## src/rtl/regfile_sched.sv

```systemverilog
// Arbiter and sequencer in front of the single-port 16x16 register file.
// Serialises operand fetches and writebacks and write-protects the constant table.
//
// state | meaning
// IDLE  | arbitrate wb_req / op_req, round-robin on conflict
// WRITE | write slot: wb_ack, rf_rw=1 unless index is protected (then wb_err)
// READ1 | rf_regnum=src1, op_data1 captured at the closing edge
// READ2 | rf_regnum=src2, op_data2 captured at the closing edge
// RESP  | op_valid pulse, captured data stable
module regfile_sched #(
    parameter int NREGS   = 16,
    parameter int WP_BASE = 8,
    localparam int IDX_W  = $clog2(NREGS)
) (
    input  logic             clk,
    input  logic             rst_n,
    input  logic             op_req,
    input  logic             op_two,
    input  logic [IDX_W-1:0] op_src1,
    input  logic [IDX_W-1:0] op_src2,
    output logic             op_valid,
    output logic [15:0]      op_data1,
    output logic [15:0]      op_data2,
    input  logic             wb_req,
    input  logic [IDX_W-1:0] wb_reg,
    input  logic [15:0]      wb_data,
    output logic             wb_ack,
    output logic             wb_err,
    output logic [7:0]       rf_regnum,
    output logic             rf_rw,
    output logic [15:0]      rf_datain,
    input  logic [15:0]      rf_dataout
);

    localparam bit               WP_ON  = (WP_BASE < NREGS);
    localparam logic [IDX_W-1:0] WP_IDX = IDX_W'(WP_BASE);

    typedef enum logic [2:0] {IDLE, WRITE, READ1, READ2, RESP} state_t;
    typedef enum logic {PRIO_WB, PRIO_OP} prio_t;

    state_t           state, state_nxt;
    prio_t            prio, prio_nxt;
    logic             grant_wb, grant_op, wp_hit;
    logic             op_two_q, op_two_nxt;
    logic [IDX_W-1:0] src2_q, src2_nxt;
    logic             op_valid_nxt, wb_ack_nxt, wb_err_nxt, rf_rw_nxt;
    logic [15:0]      op_data1_nxt, op_data2_nxt, rf_datain_nxt;
    logic [7:0]       rf_regnum_nxt;

    assign wp_hit   = WP_ON && (wb_reg >= WP_IDX);
    assign grant_wb = (state == IDLE) && wb_req && (!op_req || prio == PRIO_WB);
    assign grant_op = (state == IDLE) && op_req && !grant_wb;

    always_ff @(posedge clk or negedge rst_n) begin
        if (!rst_n) begin
            state <= IDLE;
            prio  <= PRIO_WB;
        end else begin
            state <= state_nxt;
            prio  <= prio_nxt;
        end
    end

    always_comb begin
        state_nxt = state;
        prio_nxt  = prio;
        case (state)
            IDLE: begin
                if (grant_wb) begin
                    state_nxt = WRITE;
                    prio_nxt  = PRIO_OP;
                end else if (grant_op) begin
                    state_nxt = READ1;
                    prio_nxt  = PRIO_WB;
                end
            end
            WRITE:   state_nxt = IDLE;
            READ1:   state_nxt = op_two_q ? READ2 : RESP;
            READ2:   state_nxt = RESP;
            RESP:    state_nxt = IDLE;
            default: state_nxt = IDLE;
        endcase
    end

    // Every output is the registered copy of the value computed here for the next state.
    always_comb begin
        op_valid_nxt  = 1'b0;
        wb_ack_nxt    = 1'b0;
        wb_err_nxt    = 1'b0;
        rf_rw_nxt     = 1'b0;
        op_data1_nxt  = op_data1;
        op_data2_nxt  = op_data2;
        rf_regnum_nxt = rf_regnum;
        rf_datain_nxt = rf_datain;
        op_two_nxt    = op_two_q;
        src2_nxt      = src2_q;
        case (state)
            IDLE: begin
                if (grant_wb) begin
                    wb_ack_nxt = 1'b1;
                    if (wp_hit) begin
                        wb_err_nxt = 1'b1;
                    end else begin
                        rf_rw_nxt     = 1'b1;
                        rf_regnum_nxt = 8'(wb_reg);
                        rf_datain_nxt = wb_data;
                    end
                end else if (grant_op) begin
                    rf_regnum_nxt = 8'(op_src1);
                    op_two_nxt    = op_two;
                    src2_nxt      = op_src2;
                end
            end
            READ1: begin
                op_data1_nxt = rf_dataout;
                if (op_two_q) begin
                    rf_regnum_nxt = 8'(src2_q);
                end else begin
                    op_data2_nxt = 16'h0000;
                    op_valid_nxt = 1'b1;
                end
            end
            READ2: begin
                op_data2_nxt = rf_dataout;
                op_valid_nxt = 1'b1;
            end
            default: begin
            end
        endcase
    end

    always_ff @(posedge clk or negedge rst_n) begin
        if (!rst_n) begin
            op_valid  <= 1'b0;
            op_data1  <= 16'h0000;
            op_data2  <= 16'h0000;
            wb_ack    <= 1'b0;
            wb_err    <= 1'b0;
            rf_regnum <= 8'h00;
            rf_rw     <= 1'b0;
            rf_datain <= 16'h0000;
            op_two_q  <= 1'b0;
            src2_q    <= '0;
        end else begin
            op_valid  <= op_valid_nxt;
            op_data1  <= op_data1_nxt;
            op_data2  <= op_data2_nxt;
            wb_ack    <= wb_ack_nxt;
            wb_err    <= wb_err_nxt;
            rf_regnum <= rf_regnum_nxt;
            rf_rw     <= rf_rw_nxt;
            rf_datain <= rf_datain_nxt;
            op_two_q  <= op_two_nxt;
            src2_q    <= src2_nxt;
        end
    end

endmodule

```

## config.mk

```make
export PLATFORM = sky130hd
export DESIGN_NAME = regfile_sched
export DESIGN_NICKNAME = d
export VERILOG_FILES = /design/src/rtl/regfile_sched.sv
export SDC_FILE = /design/constraint.sdc
export NUM_CORES = 1
export LEC_CHECK = 0
export BUFFER_PORTS_ARGS = -buffer_cell sky130_fd_sc_hd__buf_4
export CORE_ASPECT_RATIO = 1.75
export CORE_MARGIN = 2
export CORE_UTILIZATION = 39
export CTS_BUF_LIST = sky130_fd_sc_hd__clkbuf_16
export DETAILED_ROUTE_END_ITERATION = 12
export GPL_TIMING_DRIVEN = 0
export PLACE_DENSITY = 0.67
export SETUP_SLACK_MARGIN = 0.2
export SKIP_CTS_REPAIR_TIMING = 1
export SLEW_MARGIN = 10
export SYNTH_ARGS = -nofsm -noshare
export SYNTH_HDL_FRONTEND = slang
export SYNTH_SLANG_ARGS = --single-unit
export TNS_END_PERCENT = 50
```

## constraint.sdc

```tcl
create_clock -name clk -period 1.9 [get_ports clk]
set_input_delay 0.19 -clock clk [delete_from_list [all_inputs] [get_ports clk]]
set_output_delay 0.19 -clock clk [all_outputs]
set_load 0.1 [all_outputs]
```

Yosys cells after proc, flatten, opt, wreduce, memory -nomap -nowiden
Cells that the tools add are included.
{ "totals": {"ff_bits": 69, "in_bits": 49, "out_inout_bits": 60, "wordCells": 61} }
{ "op_classes": {"n_lt_le_gt_ge": 1, "n_eq_ne": 6, "mux": 23, "n_bitwise": 3, "reduce_logical": 16} }
{ "ops": {"columns": ["cell", "n"], "rows": [
  ["$mux W8", 4],
  ["$pmux W16 S2", 1],
  ["$mux W16", 1],
  ["$pmux W8 S2", 1],
  ["$mux W1", 11],
  ["$mux W3", 3],
  ["$pmux W3 S3", 1],
  ["$eq A3 B2 Y1 const B", 2],
  ["$ne A3 B3 Y1 const B", 2],
  ["$reduce_and A3 Y1", 2],
  ["$reduce_bool A2 Y1", 3],
  ["$ge A4 B4 Y1 const B", 1],
  ["$logic_and A1 B1 Y1", 4],
  ["$ne A2 B2 Y1 const B", 2],
  ["$reduce_and A2 Y1", 2],
  ["$reduce_and A4 Y1", 1],
  ["$logic_not A3 Y1", 1],
  ["$not A1 Y1", 3],
  ["$logic_not A1 Y1", 2],
  ["$pmux W1 S2", 1],
  ["$logic_or A1 B1 Y1", 1]
]} }

Depth between registers and ports, before layout
Gate-level depths: netlist of run 1.
{ "depth": {"depth_word": 8, "depth_mapped": 6, "ltp_nobuf": 4} }

Worst setup path before layout of run 1
Ideal clock, no wire load.
{ "synth_path": {"kind": "reg2reg", "startpoint": "register state[0]", "endpoint": "register rf_datain[10]", "setup_time_ns": 0.126, "t_arrival_ns": 1.563, "required_ns": 1.774, "setup_slack_ns": 0.211, "stages_incl_launch_ff": 6, "path_buffers": 1, "synth_period_minus_slack_ns": 1.689, "cell_sequence": "dfrtp_1 > nor4b_4 > nand2_4 > nor2_8 > buf_12 > mux2_4"} }
{ "synth_between": {"elab_chain_cells": 4} }
{ "synth_lines": {"columns": ["item", "line_no", "text"], "rows": [
  ["start: declaration", "41", "state_t state, state_nxt;"],
  ["start signal: assignment", "59", "state <= state_nxt;"],
  ["$logic_not A3 Y1 *", "51, 97", null],
  ["$logic_and A1 B1 Y1 (2 in a row)", "51", "assign grant_wb = (state == IDLE) && wb_req && (!op_req || prio == PRIO_WB);"],
  ["$reduce_and A3 Y1 (no line) *", null, null],
  ["end signal: assignment", "152", "rf_datain <= rf_datain_nxt;"],
  ["end: declaration", "31", "output logic [15:0] rf_datain,"]
]} }
Every way passes the cells marked *; elsewhere a longest branch is shown, timed or not.
A chain may end at the register's enable or synchronous reset.

Final worst setup path of run 1
{ "layout_path": {"startpoint": "register state[1]", "endpoint": "register rf_datain[9]"} }
The elaborated chain is that of the path after synthesis.

==> impl_results.md, run 1 <==
- CTS sink cnt: 65
- Peak Freq: 0.591 GHz
- Number of cells on the worst reg-to-reg path: 5
- Worst Max-Slew Pin Slew: 0.820 ns
- Wirelength, routed: 6200 um
- Proportion of netlist area held by the largest area contributor: 62.2%
- Placeable core region: 0.00649 mm^2
- Detailed Route Iter0 Violations: 92
- I/O pin total: 109
- Dominant synthesized flop cell: sky130_fd_sc_hd__dfrtp_1
- Sort of element at the start of the critical path: flop
- Die X: 65.9 um
- Met3 global-route usage: 3.21%
- Max-slew violation count: 0
- Wire length per cell after detailed routing: 14.7 um
- Setup tns final: 0 ns
- Via count: 2023
- Antenna violations before repair: 0
- Leading cell type by number of instances after synthesis: sky130_fd_sc_hd__dfrtp_1
- GRT Resource Usage Total: 16.7%
- Largest net degree at the start of global routing: 66
- First-pass GRT wire length: 9320 um
- Setup repair after global routing missed its margin: yes
- Global-route layer with the greatest usage: met2
- Fraction of met1 tracks used by global routing: 18.6%
- Remaining antenna violation count after routing: 0
- Post-synth ARST share: 100%
- Category of the critical setup timing path: flop to flop
- Final setup violation count: 0
- Max capacitance violation total: 0
- Height of the die: 112 um
- Number of library cell types mapped by synthesis: 29
- Maximum number of buffers from clock root to sink: 2
- Post-synth top cells: 65 x sky130_fd_sc_hd__dfrtp_1, 51 x sky130_fd_sc_hd__nand2_1, 17 x sky130_fd_sc_hd__a22o_1
- Kind of path behind the tightest hold check: input port to asynchronous set/reset pin
- Post-DP HPWL: 4490 um
- Avg Cell Area, Syn: 12.5 um^2
- Maximum clock skew at final layout: 0.00622 ns
- Number of enable flip-flop cells after synthesis: 0
- Number of synthesized register bits: 65
- Final global-route overflow total: 0
- Met2 demand-to-capacity share in global routing: 28.5%
- Endpoint class of the critical path: flop
- Clock insertion delay at the later pin of the skew report: 0.32 ns
- Port buffer count: 104
- Cells after Synth: 209
- Post-route fraction of the period consumed by the critical path: 89.0%
- DR vias/cell: 4.79
- Fraction of layout instances using a drive strength above 1: 50.0%
- Number of global-route vias before repair: 1986
- Area of the mapped netlist: 0.00262 mm^2
- Routability Congestion: 0.819
- Nets: 386
- Syn. warnings: 0
- Required arrival time at the worst endpoint: 2.10 ns
- Total Die Area: 0.00741 mm^2
- Arrival time at the worst endpoint: 1.89 ns
- Violations in the final reports: hold timing
- Hold Violations, Final: 35
- Cell at the root of the clock tree: sky130_fd_sc_hd__clkbuf_16
- Worst slew margin relative to its limit: 45.3%
- CTS tree: done
- Crit path time final: 1.69 ns
- Sequential area share after synthesis: 62.2%
- Result of the run: complete, but fails checks
- Clock buffer count from CTS: 9
- Residual DRC: 0
- Area added between synthesis and finish: 46.7%
- Number of diodes added for antenna fixing: 0
- Maximum fanout along the worst path: 10
- Number of rows created at floorplan: 39
- Depth of the CTS H-tree: 3
- Cell types with the largest area share after synthesis: sky130_fd_sc_hd__dfrtp_1 62%, sky130_fd_sc_hd__nand2_1 7.3%, sky130_fd_sc_hd__a22o_1 5.7%
- Hold_ws: -0.0387 ns
- Clock transition at the registers of the reported paths: 0.05 ns
- Pre-antenna DRT Iters: 5
- Cell type contributing the most total cell area after synthesis: sky130_fd_sc_hd__dfrtp_1
- Starting utilization of the core area: 40.3%
==> logic make-up (layout without fill, tap and decap cells) <==
family          after synthesis  in the layout  synth area share, %
flops                        65             65                 62.2
simple gates                 70             70                 13.1
compound gates               34             34                 10.1
other cells                   1              4                0.143
buf+inv                      18            146                 4.11
mux                          21             21                 10.3
==> state kept, by name, summed over array words and instances, names as in the netlist <==
register and flops:
rf_regnum 4, wb_err 1, op_data2 16, op_valid 1, wb_ack 1, rf_rw 1, op_two_q 1, prio 1
op_data1 16, rf_datain 16, src2_q 4, state 3
==> placed cells by master (no fill, tap or decap) <==
master,Yosys,routed
sky130_fd_sc_hd__clkinv_1,0,2
sky130_fd_sc_hd__mux2_2,12,12
sky130_fd_sc_hd__nor3_2,1,1
sky130_fd_sc_hd__dfrtp_2,0,3
sky130_fd_sc_hd__and3_2,4,4
sky130_fd_sc_hd__o31ai_1,3,3
sky130_fd_sc_hd__clkbuf_16,0,9
sky130_fd_sc_hd__buf_2,7,7
sky130_fd_sc_hd__nor2_8,1,1
sky130_fd_sc_hd__buf_4,4,118
sky130_fd_sc_hd__nor4b_4,1,1
sky130_fd_sc_hd__nand2_1,51,51
sky130_fd_sc_hd__or2_2,2,2
sky130_fd_sc_hd__a21oi_1,1,1
sky130_fd_sc_hd__nor2_1,4,4
sky130_fd_sc_hd__nand2_4,1,1
sky130_fd_sc_hd__conb_1,1,4
sky130_fd_sc_hd__dfrtp_1,65,62
sky130_fd_sc_hd__nand4_1,1,1
sky130_fd_sc_hd__a211oi_2,0,1
sky130_fd_sc_hd__buf_12,1,1
sky130_fd_sc_hd__a22o_1,17,17
sky130_fd_sc_hd__or3_1,1,1
sky130_fd_sc_hd__nand3_1,1,1
sky130_fd_sc_hd__o21a_1,1,1
sky130_fd_sc_hd__mux2_4,9,9
sky130_fd_sc_hd__nand2b_1,1,1
sky130_fd_sc_hd__inv_1,6,9
sky130_fd_sc_hd__o21ai_0,5,5
sky130_fd_sc_hd__nor3_1,1,1
sky130_fd_sc_hd__a221oi_1,1,1
sky130_fd_sc_hd__a211oi_1,4,3
sky130_fd_sc_hd__a211o_1,2,2
==> layer usage <==
metal | part of all wire, % | vias to the layer above
met5 | 0 | -
met4 | 3.4 | 0
met3 | 4.3 | 17
met2 | 54 | 70
met1 | 38 | 963
li1 | - | 973
==> critical path: stages (launching register included) <==
cell and delay (ns):
sky130_fd_sc_hd__dfrtp_2 0.43, sky130_fd_sc_hd__nor4b_4 0.37, sky130_fd_sc_hd__nand2_4 0.12, sky130_fd_sc_hd__nor2_8 0.18, sky130_fd_sc_hd__buf_12 0.16, sky130_fd_sc_hd__mux2_4 0.30
==> per-stage QoR <==
step           std cells  instance area, um^2  util (%)  worst slack, ns  hold WS, ns
2_1_floorplan        212                 2630         -            0.211       -0.106
3_3_place_gp         398                 3510      54.1           0.0250        0.331
3_5_place_dp         398                 3510      54.1           0.0217        0.338
4_1_cts              412                 3750      57.9          0.00950     -0.00631
5_1_grt              422                 3840      59.1            0.144       0.0417
6_report             422                 3840      59.1            0.209      -0.0387
==> final timing paths <==
kind,from,slack [ns],endpoint
max,state[1]$_DFFE_PN0P_,0.21,rf_datain[9]$_DFFE_PN0P_
min,rst_n,-0.04,rf_datain[7]$_DFFE_PN0P_
max reg2reg,state[1]$_DFFE_PN0P_,0.21,rf_datain[9]$_DFFE_PN0P_
min reg2reg,op_data1[12]$_DFFE_PN0P_,0.48,op_data1[12]$_DFFE_PN0P_
max in group asynchronous,rst_n,1.36,state[2]$_DFFE_PN0P_
min in group clk,rf_dataout[1],0.08,op_data1[1]$_DFFE_PN0P_
==> final cells by class <==
| class | count | area (um^2) |
|---|---|---|
| plain buffers | 12 | 85.1 |
| clock buffers | 9 | 225 |
| clock inverters | 5 | 18.8 |
| fillers | 575 | 2650 |
| inverters | 6 | 22.5 |
| multi-input cells | 129 | 898 |
| flip-flops and latches | 65 | 1630 |
| well taps | 82 | 103 |
| repair buffers | 114 | 856 |
Power of run 1 is left out: the tool's default activity adds up to more than one toggle a clock period on the data nets, which glitch-free logic cannot reach.
==> run 2, diff against run 1 <==
Settings changed: CORE_UTILIZATION 39 to 47, PLACE_DENSITY 0.67 to 0.79.
==> run 2 against run 1 <==
  * The flow still finishes with violations (hold timing)
  * Critical path type unchanged
  * Hold slack improved by 0.0024 ns
  * First-iteration DRC count fell by 74%
  * Critical endpoint is now rf_datain[11]$_DFFE_PN0P_
  * Setup slack got worse by 0.032 ns
  * Die area decreased by 16%
  * Final area up 0.49%
  * Via count up 0.35%
==> impl_results.md, run 2 (synthesis results as in run 1) <==
- Sort of element at the start of the critical path: flop
- Antenna violations before repair: 0 (unchanged)
- Number of global-route vias before repair: 2069 (+4.2%)
- Nets: 380 (-1.6%)
- Depth of the CTS H-tree: 3 (unchanged)
- Maximum number of buffers from clock root to sink: 2 (unchanged)
- Hold Violations, Final: 65 (+86%)
- Max capacitance violation total: 0 (unchanged)
- Maximum fanout along the worst path: 10 (unchanged)
- Slowest stage cell on the critical path: sky130_fd_sc_hd__dfrtp_2
- Clock insertion delay at the later pin of the skew report: 0.32 ns (about the same)
- Remaining antenna violation count after routing: 0 (unchanged)
- Post-DP HPWL: 4490 um (about the same)
- Cell at the root of the clock tree: sky130_fd_sc_hd__clkbuf_16
- CTS tree: done
- Final design instance area without fill: 0.00386 mm^2 (+0.49%)
- Most frequent cells in the layout: 111 x sky130_fd_sc_hd__buf_4, 62 x sky130_fd_sc_hd__dfrtp_1, 51 x sky130_fd_sc_hd__nand2_1
- GRT Resource Usage Total: 20.7% (+3.9 points)
- Number of cells on the worst reg-to-reg path: 5 (unchanged)
- Starting utilization of the core area: 48.0% (+7.7 points)
- Area taken by multi-input logic gates: 906 um^2 (+0.84%)
- Detailed Route Iter0 Violations: 24 (-74%)
- Setup repair after global routing missed its margin: yes
- Result of the run: complete, but fails checks
- Wire length per cell after detailed routing: 14.9 um (+1.1%)
- Via count: 2030 (+0.35%)
- Category of cells accounting for the largest share of critical-path delay: simple AND/OR/NAND/NOR gates
- Crit path time final: 1.72 ns (+0.0316 ns)
- Number of diodes added for antenna fixing: 0 (unchanged)
- Post-Route Utilization: 70.8% (+12 points)
- Max-slew violation count: 0 (unchanged)
- Placeable core region: 0.00545 mm^2 (-16%)
- Pre-antenna DRT Iters: 4 (-1)
- Reg-to-reg startpoint: state[1]$_DFFE_PN0P_
- Post-DP Area: 0.00350 mm^2 (-0.21%)
- Number of rows created at floorplan: 36 (-7.7%)
- First-pass GRT wire length: 9500 um (+1.9%)
- Maximum clock skew at final layout: 0.00545 ns (-0.000767 ns)
- Fraction of layout instances using a drive strength above 1: 50.9% (+0.89 points)
- Final global-route overflow total: 0 (unchanged)
- Required arrival time at the worst endpoint: 2.10 ns (about the same)
- Worst reg2reg endpoint: rf_datain[11]$_DFFE_PN0P_
- Worst slew margin relative to its limit: 47.2% (+1.9 points)
- Count of buffer and inverter cells on the critical path: 1 (unchanged)
- Cell-by-cell listing of the critical path: nor4b_4, nand2_4, nor2_8, buf_12, mux2_4
- Port buffer count: 104 (unchanged)
- Number of gates on the worst path with buffers counted: 5 (unchanged)
- Hold_ws: -0.0363 ns (+0.00242 ns)
- Peak Freq: 0.581 GHz (-1.8%)
- Wirelength, routed: 6120 um (-1.3%)
- Residual DRC: 0 (unchanged)
- Fill cell count: 424 (-26%)
- Largest registers ranked by flip-flop count: op_data1: 16 flops, op_data2: 16 flops, rf_datain: 16 flops
- Final setup violation count: 0 (unchanged)
- Most common cell after layout, fill and taps aside: sky130_fd_sc_hd__buf_4
- Worst Max-Slew Pin Slew: 0.792 ns (-0.0287 ns)
- Category of the critical setup timing path: flop to flop
- Endpoint class of the critical path: flop
- Height of the die: 103 um (-8.6%)
- Die X: 60.4 um (-8.4%)
- Clock transition at the registers of the reported paths: 0.05 ns (about the same)
- Total Die Area: 0.00620 mm^2 (-16%)
- Area added between synthesis and finish: 47.4%
- Post-route fraction of the period consumed by the critical path: 90.7% (+1.7 points)
- Arrival time at the worst endpoint: 1.92 ns (+0.03 ns)
- DR vias/cell: 4.93 (+2.8%)
- Routability Congestion: 0.861 (+5.1%)
- Kind of path behind the tightest hold check: input port to asynchronous set/reset pin
- Register-to-Register Setup Slack: 0.18 ns (-0.03 ns)
- Largest net degree at the start of global routing: 66 (unchanged)
- CTS sink cnt: 65 (unchanged)
- Slowest Stage Delay on Critical Path: 0.44 ns (about the same)
- Setup tns final: 0 ns (unchanged)
- Clock buffer count from CTS: 9 (unchanged)
- Violations in the final reports: hold timing
- I/O pin total: 109 (unchanged)
- Storage cell area: 0.00163 mm^2 (unchanged)
==> run 2: cell count changes in the layout (fill, tap and decap cells not counted), sizes merged <==
cell      previous run  this run
inv                  9         7
buf                126       120
bufinv               0         1
clkinvlp             0         1
clkinv               2         4
==> run 2: area by class of cell <==
class / instances / area share, %
sequential: 65 / 42.3
clock buffer: 9 / 5.84
tap: 76 / 2.47
timing repair buffer: 108 / 21.3
inverter: 6 / 0.584
buffer: 12 / 2.21
multi-input combinational: 129 / 23.5
clock inverter: 7 / 1.82
==> run 2: worst max path at each step <==
stage,endpoint,start,slack (ns)
2_1_floorplan,rf_datain[10]$_DFFE_PN0P_,state[0]$_DFFE_PN0P_,0.21
3_3_place_gp,rf_datain[13]$_DFFE_PN0P_,state[0]$_DFFE_PN0P_,0.03
3_5_place_dp,rf_datain[11]$_DFFE_PN0P_,state[0]$_DFFE_PN0P_,0.008
4_1_cts,rf_datain[11]$_DFFE_PN0P_,state[0]$_DFFE_PN0P_,0.0005
5_1_grt,op_data1[8]$_DFFE_PN0P_,state[1]$_DFFE_PN0P_,0.11
6_report,rf_datain[11]$_DFFE_PN0P_,state[1]$_DFFE_PN0P_,0.18
==> run 2: worst register-to-register path, delay by kind of cell, from the launching register on <==
family	cells	cell delay, ns
DFF	1	0.44
and+or+nand+nor	3	0.71
muxes	1	0.31
buffers and inverters	1	0.15
==> run 2: per-stage QoR <==
step	instances	setup WS, ns
finish	412	0.177
global route	412	0.108
CTS	408	0.000518
detailed placement	392	0.00835
global placement	392	0.0304
floorplan	212	0.211
==> run 2: layer usage <==
layer,track usage (%),wire [um],vias up
met2,36.7,3500,67
li1,-,-,957
met5,0,0,-
met1,22.9,2190,992
met3,3.01,263,14
met4,11.3,173,0
Power of run 2 is left out for the same reason.
